**src/rtl/modbus_rtu_master_req_if.sv**
```systemverilog
// -----------------------------------------------------------------------------
// modbus_rtu_master_req_if
//
// Purpose : Groups the request handshake and the RS485 line signals of the
//           Modbus RTU request source into a single bundle.
//
// Signals :
//   req_start     1   one-cycle request strobe (requester -> source)
//   req_dev_addr  8   slave address byte
//   req_func      8   function code
//   req_addr      16  register address, sent MSB first
//   req_data      16  quantity or write value, sent MSB first
//   req_busy      1   request in progress
//   req_done      1   one-cycle pulse: frame plus 3.5T gap complete
//   req_err       1   one-cycle reject pulse (function check build only)
//   rs485_tx      1   serial line, idle high
//   rs485_oe      1   RS485 driver enable
//
// Modports:
//   master : the requester (drives req_*, observes status and line)
//   slave  : the request source itself (modbus_rtu_master_req)
// -----------------------------------------------------------------------------
interface modbus_rtu_master_req_if;
    logic        req_start;
    logic [7:0]  req_dev_addr;
    logic [7:0]  req_func;
    logic [15:0] req_addr;
    logic [15:0] req_data;
    logic        req_busy;
    logic        req_done;
    logic        req_err;
    logic        rs485_tx;
    logic        rs485_oe;

    modport master (
        output req_start, req_dev_addr, req_func, req_addr, req_data,
        input  req_busy, req_done, req_err, rs485_tx, rs485_oe
    );

    modport slave (
        input  req_start, req_dev_addr, req_func, req_addr, req_data,
        output req_busy, req_done, req_err, rs485_tx, rs485_oe
    );
endinterface

```
**src/rtl/modbus_rtu_master_req.sv**
```systemverilog
// -----------------------------------------------------------------------------
// modbus_rtu_master_req
//
// Purpose : Builds an 8-byte Modbus RTU request
//             dev, func, addrH, addrL, dataH, dataL, crcL, crcH
//           computes CRC-16/MODBUS bit-serially over the first six bytes,
//           and serialises the frame 8N1 onto an RS485 line, driving the
//           transmitter enable for half-duplex turnaround. After the frame
//           the line is released and the request stays busy for the 3.5
//           character inter-frame gap before req_done pulses.
//
// Ports   :
//   clk_in    in  1   system clock
//   rst_n_in  in  1   asynchronous, active-low reset
//   bus       slave modport of modbus_rtu_master_req_if (request inputs,
//             busy/done/err status, rs485_tx, rs485_oe)
//
// Parameters:
//   CLK_FREQ   system clock in Hz
//   BAUD_RATE  line rate; BIT_CNT = CLK_FREQ/BAUD_RATE must be >= 64
//
// Build option:
//   MODBUS_REQ_FUNC_CHECK_EN  when defined, a request whose function code is
//                             not 03/04/06 is rejected with a one-cycle
//                             req_err pulse and nothing is transmitted.
//                             When undefined, any code is sent and req_err
//                             stays 0.
//
// Timeline of one request (cycle 0 = cycle in which req_start is accepted):
//   cycles 1..48                 CRC, oe=1, tx=1 (driver preamble)
//   cycles 49..49+80*BIT_CNT-1   8 bytes, 10 bits each, back-to-back
//   next BIT_CNT cycles          POST, oe=1, tx=1
//   next 35*BIT_CNT cycles       GAP, oe=0, busy=1
//   following cycle              req_done=1, busy=0, FSM in IDLE
// -----------------------------------------------------------------------------
module modbus_rtu_master_req #(
    parameter int unsigned CLK_FREQ  = 32'd50000000,
    parameter int unsigned BAUD_RATE = 32'd115200
) (
    input  logic                   clk_in,
    input  logic                   rst_n_in,
    modbus_rtu_master_req_if.slave bus
);

    localparam int unsigned BIT_CNT    = CLK_FREQ / BAUD_RATE;
    localparam int unsigned GAP_CNT    = 35 * BIT_CNT;
    // One counter serves the CRC step count, the bit timer and the gap timer;
    // the gap is the longest interval it ever has to cover.
    localparam int unsigned CNT_W      = $clog2(GAP_CNT);
    localparam int unsigned CRC_CYCLES = 48;

    localparam logic [CNT_W-1:0] BIT_LAST = CNT_W'(BIT_CNT - 1);
    localparam logic [CNT_W-1:0] GAP_LAST = CNT_W'(GAP_CNT - 1);
    localparam logic [CNT_W-1:0] CRC_LAST = CNT_W'(CRC_CYCLES - 1);
    localparam logic [15:0]      CRC_INIT = 16'hFFFF;
    localparam logic [15:0]      CRC_POLY = 16'hA001;
    localparam logic [3:0]       STOP_BIT = 4'd9;
    localparam logic [2:0]       LAST_BYTE = 3'd7;

    typedef enum logic [2:0] {
        S_IDLE    = 3'd0,
        S_CRC     = 3'd1,
        S_TX_BYTE = 3'd2,
        S_POST    = 3'd3,
        S_GAP     = 3'd4
    } state_t;

    state_t           state_q,    state_d;
    logic [CNT_W-1:0] cnt_q,      cnt_d;
    logic [3:0]       bit_idx_q,  bit_idx_d;   // 0 start, 1..8 data, 9 stop
    logic [2:0]       byte_idx_q, byte_idx_d;
    logic [47:0]      frame_q,    frame_d;     // byte k at [8k +: 8]
    logic [15:0]      crc_q,      crc_d;
    logic             tx_q,       tx_d;
    logic             oe_q,       oe_d;
    logic             busy_q,     busy_d;
    logic             done_q,     done_d;
    logic             err_q,      err_d;

    logic             func_ok;
    logic [63:0]      tx_word;
    logic [3:0]       next_bit;
    logic [5:0]       data_sel;
    logic             crc_in;
    logic             crc_lsb;
    logic [15:0]      crc_next;

`ifdef MODBUS_REQ_FUNC_CHECK_EN
    assign func_ok = (bus.req_func == 8'h03) || (bus.req_func == 8'h04) ||
                     (bus.req_func == 8'h06);
`else
    assign func_ok = 1'b1;
`endif

    // The whole frame as one vector: data bit i of byte k sits at index 8k+i,
    // so the CRC step count and the {byte, bit} pair address it directly.
    // CRC low byte lands at byte 6, high byte at byte 7.
    assign tx_word = {crc_q, frame_q};

    // Line value for the bit about to start: data bit (next_bit-1) of the
    // current byte. 3-bit wrap maps next_bit 8 to data bit 7.
    assign next_bit = bit_idx_q + 4'd1;
    assign data_sel = {byte_idx_q, next_bit[2:0] - 3'd1};

    // One CRC-16/MODBUS step per clock, LSB of each byte first.
    assign crc_in   = frame_q[cnt_q[5:0]];
    assign crc_lsb  = crc_q[0] ^ crc_in;
    assign crc_next = {1'b0, crc_q[15:1]} ^ (crc_lsb ? CRC_POLY : 16'h0000);

    // NOTE: every variable gets a default at the top of this block so that no
    // path through the case leaves it unassigned, which would infer a latch.
    always_comb begin
        state_d    = state_q;
        cnt_d      = cnt_q;
        bit_idx_d  = bit_idx_q;
        byte_idx_d = byte_idx_q;
        frame_d    = frame_q;
        crc_d      = crc_q;
        tx_d       = tx_q;
        oe_d       = oe_q;
        busy_d     = busy_q;
        done_d     = 1'b0;
        err_d      = 1'b0;

        unique case (state_q)
            S_IDLE: begin
                tx_d   = 1'b1;
                oe_d   = 1'b0;
                busy_d = 1'b0;
                // done_q marks the cycle right after GAP; a strobe there is
                // treated as arriving before the FSM is ready.
                if (bus.req_start && !done_q) begin
                    if (func_ok) begin
                        frame_d = {bus.req_data[7:0], bus.req_data[15:8],
                                   bus.req_addr[7:0], bus.req_addr[15:8],
                                   bus.req_func,      bus.req_dev_addr};
                        crc_d   = CRC_INIT;
                        cnt_d   = '0;
                        state_d = S_CRC;
                        busy_d  = 1'b1;
                        oe_d    = 1'b1;
                    end else begin
                        err_d   = 1'b1;
                    end
                end
            end

            S_CRC: begin
                crc_d = crc_next;
                if (cnt_q == CRC_LAST) begin
                    state_d    = S_TX_BYTE;
                    cnt_d      = '0;
                    bit_idx_d  = 4'd0;
                    byte_idx_d = 3'd0;
                    tx_d       = 1'b0;              // start bit of byte 0
                end else begin
                    cnt_d = cnt_q + 1'b1;
                end
            end

            S_TX_BYTE: begin
                if (cnt_q == BIT_LAST) begin
                    cnt_d = '0;
                    if (bit_idx_q == STOP_BIT) begin
                        if (byte_idx_q == LAST_BYTE) begin
                            state_d = S_POST;
                            tx_d    = 1'b1;
                        end else begin
                            // Next start bit follows the stop bit directly.
                            byte_idx_d = byte_idx_q + 3'd1;
                            bit_idx_d  = 4'd0;
                            tx_d       = 1'b0;
                        end
                    end else begin
                        bit_idx_d = next_bit;
                        tx_d      = (next_bit == STOP_BIT) ? 1'b1 : tx_word[data_sel];
                    end
                end else begin
                    cnt_d = cnt_q + 1'b1;
                end
            end

            S_POST: begin
                if (cnt_q == BIT_LAST) begin
                    state_d = S_GAP;
                    cnt_d   = '0;
                    oe_d    = 1'b0;
                end else begin
                    cnt_d = cnt_q + 1'b1;
                end
            end

            S_GAP: begin
                if (cnt_q == GAP_LAST) begin
                    state_d = S_IDLE;
                    cnt_d   = '0;
                    busy_d  = 1'b0;
                    done_d  = 1'b1;
                end else begin
                    cnt_d = cnt_q + 1'b1;
                end
            end

            default: begin
                state_d = S_IDLE;
                cnt_d   = '0;
                tx_d    = 1'b1;
                oe_d    = 1'b0;
                busy_d  = 1'b0;
            end
        endcase
    end

    // NOTE: the frame and CRC registers are reset along with the control
    // state so that a reset mid-frame leaves no stale bytes or partial CRC.
    always_ff @(posedge clk_in or negedge rst_n_in) begin
        if (!rst_n_in) begin
            state_q    <= S_IDLE;
            cnt_q      <= '0;
            bit_idx_q  <= 4'd0;
            byte_idx_q <= 3'd0;
            frame_q    <= '0;
            crc_q      <= CRC_INIT;
            tx_q       <= 1'b1;
            oe_q       <= 1'b0;
            busy_q     <= 1'b0;
            done_q     <= 1'b0;
            err_q      <= 1'b0;
        end else begin
            // NOTE: non-blocking assignments so every flop samples the values
            // computed from the previous state, independent of statement order.
            state_q    <= state_d;
            cnt_q      <= cnt_d;
            bit_idx_q  <= bit_idx_d;
            byte_idx_q <= byte_idx_d;
            frame_q    <= frame_d;
            crc_q      <= crc_d;
            tx_q       <= tx_d;
            oe_q       <= oe_d;
            busy_q     <= busy_d;
            done_q     <= done_d;
            err_q      <= err_d;
        end
    end

    assign bus.req_busy = busy_q;
    assign bus.req_done = done_q;
    assign bus.req_err  = err_q;
    assign bus.rs485_tx = tx_q;
    assign bus.rs485_oe = oe_q;

endmodule

```
**src/flat_wrapper.sv**
```systemverilog
// flat-port wrapper written by rule: the top's interface ports become plain ports
module modbus_rtu_master_req_flat 
#(
    parameter int unsigned CLK_FREQ  = 32'd50000000,
    parameter int unsigned BAUD_RATE = 32'd115200
)
  (clk_in, rst_n_in, bus_req_start, bus_req_dev_addr, bus_req_func, bus_req_addr, bus_req_data, bus_req_busy, bus_req_done, bus_req_err, bus_rs485_tx, bus_rs485_oe);
  modbus_rtu_master_req_if bus_i ();
  input  logic clk_in;
  input  logic rst_n_in;
  input wire logic [$bits(bus_i.req_start)-1:0] bus_req_start;
  input wire logic [$bits(bus_i.req_dev_addr)-1:0] bus_req_dev_addr;
  input wire logic [$bits(bus_i.req_func)-1:0] bus_req_func;
  input wire logic [$bits(bus_i.req_addr)-1:0] bus_req_addr;
  input wire logic [$bits(bus_i.req_data)-1:0] bus_req_data;
  output wire logic [$bits(bus_i.req_busy)-1:0] bus_req_busy;
  output wire logic [$bits(bus_i.req_done)-1:0] bus_req_done;
  output wire logic [$bits(bus_i.req_err)-1:0] bus_req_err;
  output wire logic [$bits(bus_i.rs485_tx)-1:0] bus_rs485_tx;
  output wire logic [$bits(bus_i.rs485_oe)-1:0] bus_rs485_oe;
  assign bus_i.req_start = bus_req_start;
  assign bus_i.req_dev_addr = bus_req_dev_addr;
  assign bus_i.req_func = bus_req_func;
  assign bus_i.req_addr = bus_req_addr;
  assign bus_i.req_data = bus_req_data;
  assign bus_req_busy = bus_i.req_busy;
  assign bus_req_done = bus_i.req_done;
  assign bus_req_err = bus_i.req_err;
  assign bus_rs485_tx = bus_i.rs485_tx;
  assign bus_rs485_oe = bus_i.rs485_oe;
  modbus_rtu_master_req #(.CLK_FREQ(CLK_FREQ), .BAUD_RATE(BAUD_RATE)) u_core (.clk_in(clk_in), .rst_n_in(rst_n_in), .bus(bus_i));
endmodule
```
**config.mk**
```make
export PLATFORM = sky130hd
export DESIGN_NAME = modbus_rtu_master_req_flat
export DESIGN_NICKNAME = d
export VERILOG_FILES = /design/src/rtl/modbus_rtu_master_req_if.sv /design/src/rtl/modbus_rtu_master_req.sv /design/src/flat_wrapper.sv
export SDC_FILE = /design/constraint.sdc
export NUM_CORES = 1
export LEC_CHECK = 0
export BUFFER_PORTS_ARGS = -buffer_cell sky130_fd_sc_hd__buf_2
export CORE_MARGIN = 3
export CORE_UTILIZATION = 55
export CTS_CLUSTER_SIZE = 10
export DETAILED_ROUTE_END_ITERATION = 16
export PLACE_DENSITY_LB_ADDON = 0.3
export SLEW_MARGIN = 5
export SYNTH_ARGS = -nofsm -noshare
export SYNTH_HDL_FRONTEND = slang
export SYNTH_SLANG_ARGS = --single-unit
export TNS_END_PERCENT = 20
```
**constraint.sdc**
```tcl
create_clock -name clk_in -period 4.65 [get_ports clk_in]
set_input_delay 0 -clock clk_in [delete_from_list [all_inputs] [get_ports clk_in]]
set_output_delay 0 -clock clk_in [all_outputs]
set_load 0.1 [all_outputs]
```
==> impl_metrics.csv, run 1 <==
group,metric,value,unit
synth,yosysSeqAreaShare,44.5,%
outcome,status,"completed",
timing,fin_crit,3.00,ns
synth,yosysWarnings,0,
clocking,cts.sinks,92,
power,leakagePower,2.91,nW
setup_path,r2r-end,"u_core.bus.rs485_tx",
setup_path,crit_type,"flop to flop",
placed_design,dp_cells,695,
synth,synth_flop_cell,"dfrtp_1",
synth,synth_area_per_cell,9.48,um^2
setup_path,start_kind,"flop",
clocking,insertion_delay,0.36,ns
route,drtAntennaViolNets,0,
clocking,postCtsSetupBuffers,0,
timing,final-setup-viol-count,0,
die,coreArea,8980,um^2
clocking,cts_buffers,9,
clocking,clk_pin_slew,0.10,ns
global_routing,antenna_found_initial,0,
placed_design,placed_area,5490,um^2
die,die-area,10700,um^2
synth,async_flop_share,100,%
flow_run,max_cap_viol_count,0,
timing,max_clock_freq,333,MHz
route,vias,4364,
power,p_per_area,224,nW/um^2
placed_design,gp_congestion,0.855,
setup_path,critPathRequiredTime,4.93,ns
setup_path,r2r_cells,8,
clocking,cts_tree,"done",
final_layout,area_growth,18.4,%
die,die_w,103,um
timing,rsz0062_at_grt,"false",
synth,synth_cell_types,53,
route,wl,12500,um
clocking,root_buffer,"clkbuf_8",
global_routing,grt_overflow,0,
final_layout,stdcell_count,761,
synth,synth-seq-cells,92,
final_layout,diodes,0,
placed_design,port_buffers,54,
worst_hold_path,hold_path_class,"input port to async pin",
power,p_int,0.00105,W
power,clkPwrFrac,36.7,%
synth,netlist_instances,550,
timing,final.period_utilization,64.5,%
setup_path,rrSetupSlack,1.65,ns
power,power.switching,0.000335,W
global_routing,grt_max_degree,66,
final_layout,utilization,68.8,%
final_layout,drive_above_1_share,20.8,%
power,p_comb_share,5.5,%
setup_path,worstReg2RegStart,"u_core.bit_idx_q[1]",
clocking,cts_resized,0,
final_layout,fin_area,6170,um^2
die,ios,56,
timing,relSlewSlack,24.4,%
route,drtIter0Drc,337,
die,initial_core_util,58.1,%
die,rows,34,
die,die_h,103,um
power,seqPwrFrac,57.8,%
setup_path,end_kind,"flop",
setup_path,critPathMaxFanout,11,
final_layout,fin_nets,688,
synth,syn_area,5220,um^2
route,drc,0,
synth,synth_edf_count,0,
clocking,clock_path_buffers,2,
global_routing,grt_pass1_vias,4318,
power,p_sw_share,24.2,%
clocking,h-tree-depth,3,
route,wl_per_cell,16.5,um
global_routing,grt_first_pass_wirelength,21100,um
timing,final-hold-violation-count,0,
power,ir_worst_vdd,154,uV
placed_design,dp.final_hpwl,8060,um
timing,worstMarginPinSlew,1.13,ns
timing,clock_skew,0.0140,ns
route,drtPass1Iterations,5,
setup_path,arrival,3.28,ns
synth,syn_nets,608,
timing,drv_slew,0,
timing,fin_tns_setup,0,ns
global_routing,grt_usage,25.4,%
route,vias_per_cell,5.73,
-- cells in the mapped netlist, types with 2 or more instances --
cell	number	area (um^2)
buf_2	2	10.0
buf_1	2	7.51
a22oi_2	2	25.0
clkbuf_1	28	105
a21oi_1	6	30.0
dfrtp_1	75	1880
xor2_1	2	17.5
a31oi_1	14	87.6
o21ai_1	8	40.0
nor2b_1	7	43.8
nand3b_1	2	15.0
buf_6	3	33.8
or2_2	2	12.5
or4_4	3	33.8
dfstp_2	17	447
a22oi_1	3	22.5
buf_4	3	22.5
nor3_1	3	15.0
ha_1	7	87.6
and2_1	5	31.3
nand3_1	16	80.1
a41oi_1	2	17.5
a221oi_1	2	17.5
mux4_2	32	721
a21boi_0	2	15.0
nand2_1	208	781
nor2_1	13	48.8
mux2i_1	9	90.1
nand2b_1	4	25.0
o211ai_1	6	45.0
inv_1	8	30.0
o22ai_1	2	12.5
nand4b_1	3	26.3
and3_1	6	37.5
nor3b_1	2	15.0
o21ai_0	24	120
-- worst max path at each step --
stage                        start                  end  slack (ns)  cells past startpoint
2_1_floorplan  u_core.bit_idx_q[0]  u_core.bus.rs485_tx        1.25                     11
6_report       u_core.bit_idx_q[1]  u_core.bus.rs485_tx        1.65                      8
3_3_place_gp   u_core.bit_idx_q[1]  u_core.bus.rs485_tx        1.74                      8
3_5_place_dp   u_core.bit_idx_q[1]  u_core.bus.rs485_tx        1.66                      8
5_1_grt            u_core.cnt_q[0]      u_core.cnt_q[6]        1.41                      7
4_1_cts        u_core.bit_idx_q[1]  u_core.bus.rs485_tx        1.64                      8
-- worst max-delay path, cell delays in order, from the launching register on --
cell and delay [ns]:
dfrtp_1 0.43, inv_1 0.09, ha_1 0.66, mux4_2 0.57, mux4_2 0.47, nor2b_1 0.14
a211o_1 0.27, a22oi_1 0.21, o22ai_1 0.10
-- logic make-up after synthesis --
kind of cell	Yosys count	synth area share, %
flip-flops	92	44.5
other	1	0.0719
AO/OA/AOI/OAI	78	9.76
XOR/XNOR	4	0.936
multiplexers	41	15.5
adder cells (fa/ha/maj)	7	1.68
buffers and inverters	46	4.01
AND/OR/NAND/NOR	281	23.5
-- layout make-up --
| class | count | area, um^2 |
|---|---|---|
| clock buffer | 10 | 128 |
| clock inverter | 6 | 55.1 |
| fill | 665 | 2800 |
| inverter | 8 | 30.0 |
| multi-input combinational | 412 | 2690 |
| sequential | 92 | 2320 |
| tap | 126 | 158 |
| timing repair buffer | 107 | 796 |
-- state kept, by name (all words and copies together), names as in the netlist --
name                 cells
u_core.bus.req_busy      1
u_core.bus.req_done      1
u_core.cnt_q            14
u_core.bus.rs485_tx      1
u_core.bus.rs485_oe      1
u_core.frame_q          48
u_core.state_q           3
u_core.crc_q            16
u_core.byte_idx_q        3
u_core.bit_idx_q         4
-- layout by cell type, fill, tap and decap left out, drive strengths merged, types with 5 or more instances in the layout --
cell type,synthesis,routed
dfstp,17,17
mux4,32,32
ha,7,7
dlygate4sd3,0,50
nand3,16,16
nand2,208,208
mux2i,9,9
o211ai,7,7
a31oi,14,14
buf,10,57
and3,6,6
clkbuf,28,10
a22oi,6,6
nor2,13,13
o21ai,33,33
and2,5,5
dfrtp,75,75
nor2b,7,7
inv,8,11
a21oi,6,6
-- power groups by stage --
stage	sequential, W	clock, W	combinational [W]
after CTS	0.000800	0.000517	0.0000738
after floorplan	0.000816	0	0.00000524
final	0.000800	0.000509	0.0000756
after global routing	0.000800	0.000558	0.0000835
after detailed placement	0.000815	0	0.0000417
after global placement	0.000815	0	0.0000410
-- per-stage QoR --
step | power (W) | worst slack (ns) | hold slack [ns]
after detailed placement | 0.000857 | 1.66 | 0.0282
after CTS | 0.00139 | 1.64 | 0.178
final | 0.00138 | 1.65 | 0.167
after floorplan | 0.000821 | 1.25 | -0.296
after global routing | 0.00144 | 1.41 | 0.196
after global placement | 0.000856 | 1.74 | 0.0195
-- per-layer routing --
layer,vias to the layer above,wire length (um),global-route usage (%)
met4,0,175,6.97
met5,-,0,0
met1,2131,5380,34.9
met2,159,6230,41.3
li1,2059,-,-
met3,15,746,5.30
-- what timing repair did --
item | in CTS | in global routing
setup endpoints to repair | 0 | 0
endpoints found under the hold margin | 91 | 0
hold buffers | 50 | 0
(Power assumes the default switching activity.)
==> inputs of run 2 (changes only) <==
--- a/config.mk
+++ b/config.mk
@@ -7,7 +7,7 @@
 export LEC_CHECK = 0
 export BUFFER_PORTS_ARGS = -buffer_cell sky130_fd_sc_hd__buf_2
 export CORE_MARGIN = 3
-export CORE_UTILIZATION = 55
+export CORE_UTILIZATION = 53
 export CTS_CLUSTER_SIZE = 10
 export DETAILED_ROUTE_END_ITERATION = 16
 export PLACE_DENSITY_LB_ADDON = 0.3
==> constraint.sdc (replaced) <==
create_clock -name clk_in -period 2.65 [get_ports clk_in]
set_input_delay 0 -clock clk_in [delete_from_list [all_inputs] [get_ports clk_in]]
set_output_delay 0 -clock clk_in [all_outputs]
set_load 0.1 [all_outputs]
==> run 2 against run 1 <==
  * Global-route usage shrank 1.1 points
  * Sequential power is 75% higher
  * Die area is 3.6% higher
  * Utilization fell by 1.5 points
  * Flip-flop and latch count stayed put
  * Final cell count rose by 2.6%
  * Count of clock-buffer cells in the layout shrank 1
  * Sequential share of layout area fell by 0.94 points
  * Setup slack got worse by 1.6 ns
  * First-iteration DRC count decreased by 1.8%
  * Worst hold slack better by 0.024 ns
==> impl_metrics.csv, run 2 (same netlist as run 1, synthesis figures left out) <==
group,metric,value,unit
outcome,status,"completed",
global_routing,top_usage_layer,"met2",
timing,final-hold-violation-count,0,
clocking,clk_pin_slew,0.10,ns
placed_design,dp.final_hpwl,8420,um
final_layout,seqCellArea,2320,um^2
route,wl,13000,um
final_layout,fillerInstances,716,
timing,drv_slew,0,
power,p_comb_share,5.5,%
global_routing,antenna_found_initial,0,
timing,rsz0062_at_grt,"false",
timing,fin_tns_setup,0,ns
global_routing,met3_usage,4.69,%
global_routing,grt_use_met2,39.9,%
final_layout,diodes,0,
clocking,insertion_delay,0.37,ns
clocking,clock_path_buffers,2,
setup_path,cpMostUsedCell,"mux4_2",
die,ios,56,
setup_path,arrival,2.85,ns
timing,holdWs,0.191,ns
clocking,cts_tree,"done",
final_layout,stdcell_count,781,
setup_path,slowest_delay,0.51,ns
route,drc,0,
setup_path,rrSetupSlack,0.1,ns
power,p_per_area,385,nW/um^2
clocking,h-tree-depth,3,
timing,final.period_utilization,96.4,%
final_layout,reg_top3,"u_core.frame_q x48, u_core.crc_q x16, u_core.cnt_q x14",
final_layout,final_common_cell,"nand2_1",
global_routing,grt_usage,24.3,%
timing,fin_crit,2.55,ns
setup_path,crit_type,"flop to flop",
placed_design,placed_area,5640,um^2
die,rows,35,
placed_design,gp_congestion,0.824,
flow_run,max_cap_viol_count,0,
global_routing,grt_pass1_vias,4385,
clocking,cts.sinks,92,
final_layout,largest_reg_flops,48,
final_layout,area_growth,21.5,%
setup_path,r2r_cells,9,
power,seqPwrFrac,57.6,%
die,initial_core_util,55.4,%
route,wl_per_cell,16.6,um
setup_path,critPathMaxFanout,6,
timing,worstMarginPinSlew,0.712,ns
timing,max_clock_freq,391,MHz
timing,relSlewSlack,52.5,%
final_layout,multi_input_area,2700,um^2
route,vias_per_cell,5.74,
power,p_sw_share,24.6,%
timing,clock_skew,0.0117,ns
die,die_w,105,um
timing,final-setup-viol-count,0,
final_layout,fin_nets,705,
setup_path,start_kind,"flop",
final_layout,fin_area,6340,um^2
setup_path,critPathRequiredTime,2.95,ns
global_routing,grt_first_pass_wirelength,21600,um
clocking,root_buffer,"clkbuf_8",
final_layout,top_register,"u_core.frame_q",
clocking,cts_buffers,9,
route,drtPass1Iterations,5,
route,drtIter0Drc,331,
setup_path,path_cells,"inv_1, ha_4, buf_4, mux4_2, mux4_2, mux2i_1, nand2_1, a22oi_1, o22ai_1",
setup_path,path_buf_inv,2,
die,die-area,11100,um^2
power,leakagePower,3.01,nW
final_layout,final_cell_mix,"nand2_1 (208), dfrtp_1 (74), buf_2 (53)",
route,vias,4480,
power,clkPwrFrac,37.0,%
setup_path,crit_family,"multiplexers",
global_routing,grt_overflow,0,
die,coreArea,9420,um^2
power,p_int,0.00184,W
global_routing,grt_max_degree,58,
final_layout,utilization,67.3,%
final_layout,drive_above_1_share,23.5,%
worst_hold_path,hold_path_class,"input port to async pin",
setup_path,end_kind,"flop",
power,ir_worst_vdd,297,uV
route,drtAntennaViolNets,0,
die,die_h,105,um
setup_path,slowest_stage,"mux4_2",
placed_design,dp_cells,713,
global_routing,met1_usage,32.3,%
power,power.switching,0.000601,W
setup_path,worst-path-stages,9,
placed_design,port_buffers,54,
-- run 2: changes by cell type in the layout (fill, tap and decap cells not counted), sizes merged --
cell | previous run | this run
buf | 57 | 74
clkbuf | 10 | 9
inv | 11 | 12
-- run 2: worst reg2reg max path, delay by kind of cell, from the launching register on --
family | cells | cell delay [ns]
flops | 1 | 0.36
compound gates | 2 | 0.31
mux | 3 | 1.19
simple gates | 1 | 0.09
buf+inv | 2 | 0.21
fa+ha+maj | 1 | 0.34
-- run 2: final cells by class --
| type | instances | share of cell area [%] |
|---|---|---|
| clock inverter | 7 | 0.889 |
| timing repair buffer | 124 | 14.8 |
| tap | 129 | 2.55 |
| multi-input combinational | 412 | 42.6 |
| clock buffer | 9 | 1.95 |
| inverter | 8 | 0.513 |
| sequential | 92 | 36.7 |
-- run 2: worst paths after layout --
path / startpoint / endpoint
worst max-delay path: u_core.bit_idx_q[1] / u_core.bus.rs485_tx
worst min-delay path: rst_n_in / u_core.cnt_q[13]
worst max register to register: u_core.bit_idx_q[1] / u_core.bus.rs485_tx
worst min register to register: u_core.crc_q[5] / u_core.crc_q[4]
max in group asynchronous: rst_n_in / u_core.crc_q[11]
min in group clk_in: bus_req_data[14] / u_core.frame_q[38]
-- run 2: power groups by stage --
| stage | Clock (W) | Combinational (W) | Sequential (W) |
|---|---|---|---|
| global placement | 0 | 0.0000739 | 0.00143 |
| finish | 0.000901 | 0.000133 | 0.00140 |
| CTS | 0.000924 | 0.000131 | 0.00140 |
| floorplan | 0 | 0.00000920 | 0.00143 |
| detailed placement | 0 | 0.0000751 | 0.00143 |
| global route | 0.000964 | 0.000147 | 0.00140 |
-- run 2: layer usage --
layer / vias to the layer above / share of wire (%)
met5: - / 0
met4: 0 / 2.3
met3: 39 / 6.7
met2: 190 / 50
met1: 2162 / 41
li1: 2089 / -
-- run 2: timing repair --
item | 4_1_cts | 5_1_grt
hold endpoints to repair | 93 | 0
gates resized for setup | 0 | 2
hold buffers | 50 | 0
endpoints found under the setup margin | 0 | 1
buffers inserted | 0 | 2
-- run 2: stage by stage --
step	power, W	setup WS [ns]
finish	0.00244	0.0953
global route	0.00252	0.00913
CTS	0.00246	0.113
detailed placement	0.00151	0.124
global placement	0.00150	0.161
floorplan	0.00144	-0.131
==> inputs of run 3 (changes only) <==
--- a/config.mk
+++ b/config.mk
@@ -6,8 +6,10 @@
 export NUM_CORES = 1
 export LEC_CHECK = 0
 export BUFFER_PORTS_ARGS = -buffer_cell sky130_fd_sc_hd__buf_2
+export CELL_PAD_IN_SITES_DETAIL_PLACEMENT = 1
+export CELL_PAD_IN_SITES_GLOBAL_PLACEMENT = 2
 export CORE_MARGIN = 3
-export CORE_UTILIZATION = 53
+export CORE_UTILIZATION = 34
 export CTS_CLUSTER_SIZE = 10
 export DETAILED_ROUTE_END_ITERATION = 16
 export PLACE_DENSITY_LB_ADDON = 0.3
==> run 3 against run 2 <==
  * Die area rose by 52%
  * Power up 24%
  * Clock power grew 65%
  * Largest power group is now the clock network
==> impl_metrics.csv, run 3 (same netlist as run 1, synthesis figures left out) <==
group,metric,value,unit
outcome,status,"completed",
global_routing,antenna_found_initial,0,
setup_path,crit_type,"flop to flop",
clocking,cts.sinks,92,
route,wl,14900,um
timing,relSlewSlack,53.9,%
power,ir_worst_vdd,336,uV
timing,final.period_utilization,97.5,%
timing,fin_crit,2.58,ns
placed_design,dp.final_hpwl,10200,um
timing,clock_skew,0.0107,ns
final_layout,drive_above_1_share,23.9,%
die,ios,56,
final_layout,final_cell_mix,"nand2_1 (208), dfrtp_1 (73), buf_2 (53)",
timing,fin_ws,0.0668,ns
clocking,h-tree-depth,3,
placed_design,dp_slack,0.0235,ns
final_layout,largest_reg_flops,48,
die,die-area,16900,um^2
final_layout,reg_top3,"u_core.frame_q x48, u_core.crc_q x16, u_core.cnt_q x14",
timing,final-setup-viol-count,0,
global_routing,grt_overflow,0,
setup_path,worst-path-stages,8,
setup_path,critPathMaxFanout,8,
setup_path,path_cells,"inv_1, ha_4, mux4_2, mux4_2, nor2b_1, a211o_1, a22oi_2, o22ai_1",
final_layout,final_common_cell,"nand2_1",
final_layout,area_growth,26.7,%
final_layout,top_register,"u_core.frame_q",
clocking,insertion_delay,0.36,ns
global_routing,grt_first_pass_wirelength,25100,um
power,p_int,0.00241,W
route,vias_per_cell,5.30,
global_routing,grt_pass1_vias,4797,
placed_design,port_buffers,54,
setup_path,r2r_cells,8,
timing,worstMarginPinSlew,0.688,ns
global_routing,grt_usage,18.9,%
setup_path,worstReg2RegStart,"u_core.bit_idx_q[1]",
final_layout,diodes,0,
power,clkPwrFrac,49.2,%
setup_path,slowest_stage,"mux4_2",
route,drtPass1Iterations,4,
die,coreArea,14800,um^2
clocking,cts_buffers,9,
setup_path,cpMostUsedCell,"mux4_2",
power,leakagePower,3.10,nW
setup_path,start_kind,"flop",
clocking,clk_pin_slew,0.07,ns
power,p_comb_share,4.4,%
setup_path,critPathRequiredTime,2.92,ns
power,p_sw_share,20.5,%
clocking,clock_path_buffers,2,
route,drc,0,
setup_path,crit_end,"u_core.bus.rs485_tx",
power,p_per_area,458,nW/um^2
route,drtAntennaViolNets,0,
timing,rsz0062_at_grt,"true",
clocking,root_buffer,"clkbuf_16",
setup_path,arrival,2.85,ns
setup_path,r2r-end,"u_core.bus.rs485_tx",
setup_path,rrSetupSlack,0.07,ns
setup_path,slowest_delay,0.54,ns
timing,final-hold-violation-count,0,
final_layout,fin_nets,709,
setup_path,crit_family,"multiplexers",
timing,fin_tns_setup,0,ns
die,initial_core_util,35.4,%
timing,drv_slew,0,
setup_path,end_kind,"flop",
power,seqPwrFrac,46.4,%
route,drtIter0Drc,260,
setup_path,path_buf_inv,1,
die,die_h,130,um
power,power.switching,0.000622,W
route,wl_per_cell,17.7,um
global_routing,grt_max_degree,56,
worst_hold_path,hold_path_class,"input port to flop",
clocking,cts_tree,"done",
die,die_w,130,um
die,rows,44,
flow_run,max_cap_viol_count,0,
route,vias,4449,
placed_design,gp_congestion,0.808,
setup_path,crit_start,"u_core.bit_idx_q[1]",
timing,max_clock_freq,387,MHz
[run 3: worst min-delay path: cells and delay by family]
family,cells,cell delay [ns]
simple gates,2,0.16
compound gates,1,0.08
buf+inv,1,0.09
[run 3: cell type report]
cell class / instances / area, um^2
Inverter: 8 / 32.5
Clock inverter: 4 / 98.8
Fill cell: 1682 / 8140
Timing Repair Buffer: 128 / 976
Multi-Input combinational cell: 412 / 2710
Tap cell: 184 / 230
Clock buffer: 12 / 236
Sequential cell: 92 / 2330
[run 3: what timing repair did]
item	CTS	global route
setup buffers	1	0
hold buffers	49	0
gates resized for setup	0	3
setup endpoints to repair	1	16
hold endpoints to repair	81	0
pin swaps	1	0
[run 3: worst min-delay path by stage]
stage	from	end	depth (start not counted)
after floorplan	rst_n_in	u_core.bit_idx_q[0]	0
after global placement	rst_n_in	u_core.byte_idx_q[0]	1
after detailed placement	rst_n_in	u_core.byte_idx_q[0]	1
after CTS	bus_req_start	u_core.cnt_q[13]	4
after global routing	bus_req_start	u_core.cnt_q[13]	4
final	bus_req_start	u_core.cnt_q[13]	4
[run 3: through the flow]
| step | power (W) | util (%) | std cells | area (um^2) | hold WS, ns |
|---|---|---|---|---|---|
| final | 0.00303 | 44.8 | 840 | 6610 | 0.0190 |
| after floorplan | 0.00144 | - | 550 | 5270 | -0.296 |
| after global placement | 0.00151 | 39.0 | 774 | 5750 | 0.0751 |
| after detailed placement | 0.00151 | 39.0 | 774 | 5750 | 0.0773 |
| after global routing | 0.00313 | 44.8 | 840 | 6610 | 0.0789 |
| after CTS | 0.00306 | 44.7 | 840 | 6600 | 0.0146 |
[run 3: power by group through the flow]
stage / Sequential, W / Combinational [W] / Clock (W)
2_1_floorplan: 0.00143 / 0.00000920 / 0
3_3_place_gp: 0.00143 / 0.0000769 / 0
3_5_place_dp: 0.00143 / 0.0000785 / 0
4_1_cts: 0.00140 / 0.000133 / 0.00152
5_1_grt: 0.00140 / 0.000148 / 0.00157
6_report: 0.00141 / 0.000133 / 0.00149
[run 3: metal layers]
layer	part of all wire [%]	vias to the layer above	global-route usage (%)
li1	-	2104	-
met1	45	2250	25.0
met2	50	75	32.0
met3	3.2	20	2.37
met4	2.0	0	7.27
met5	0	-	0
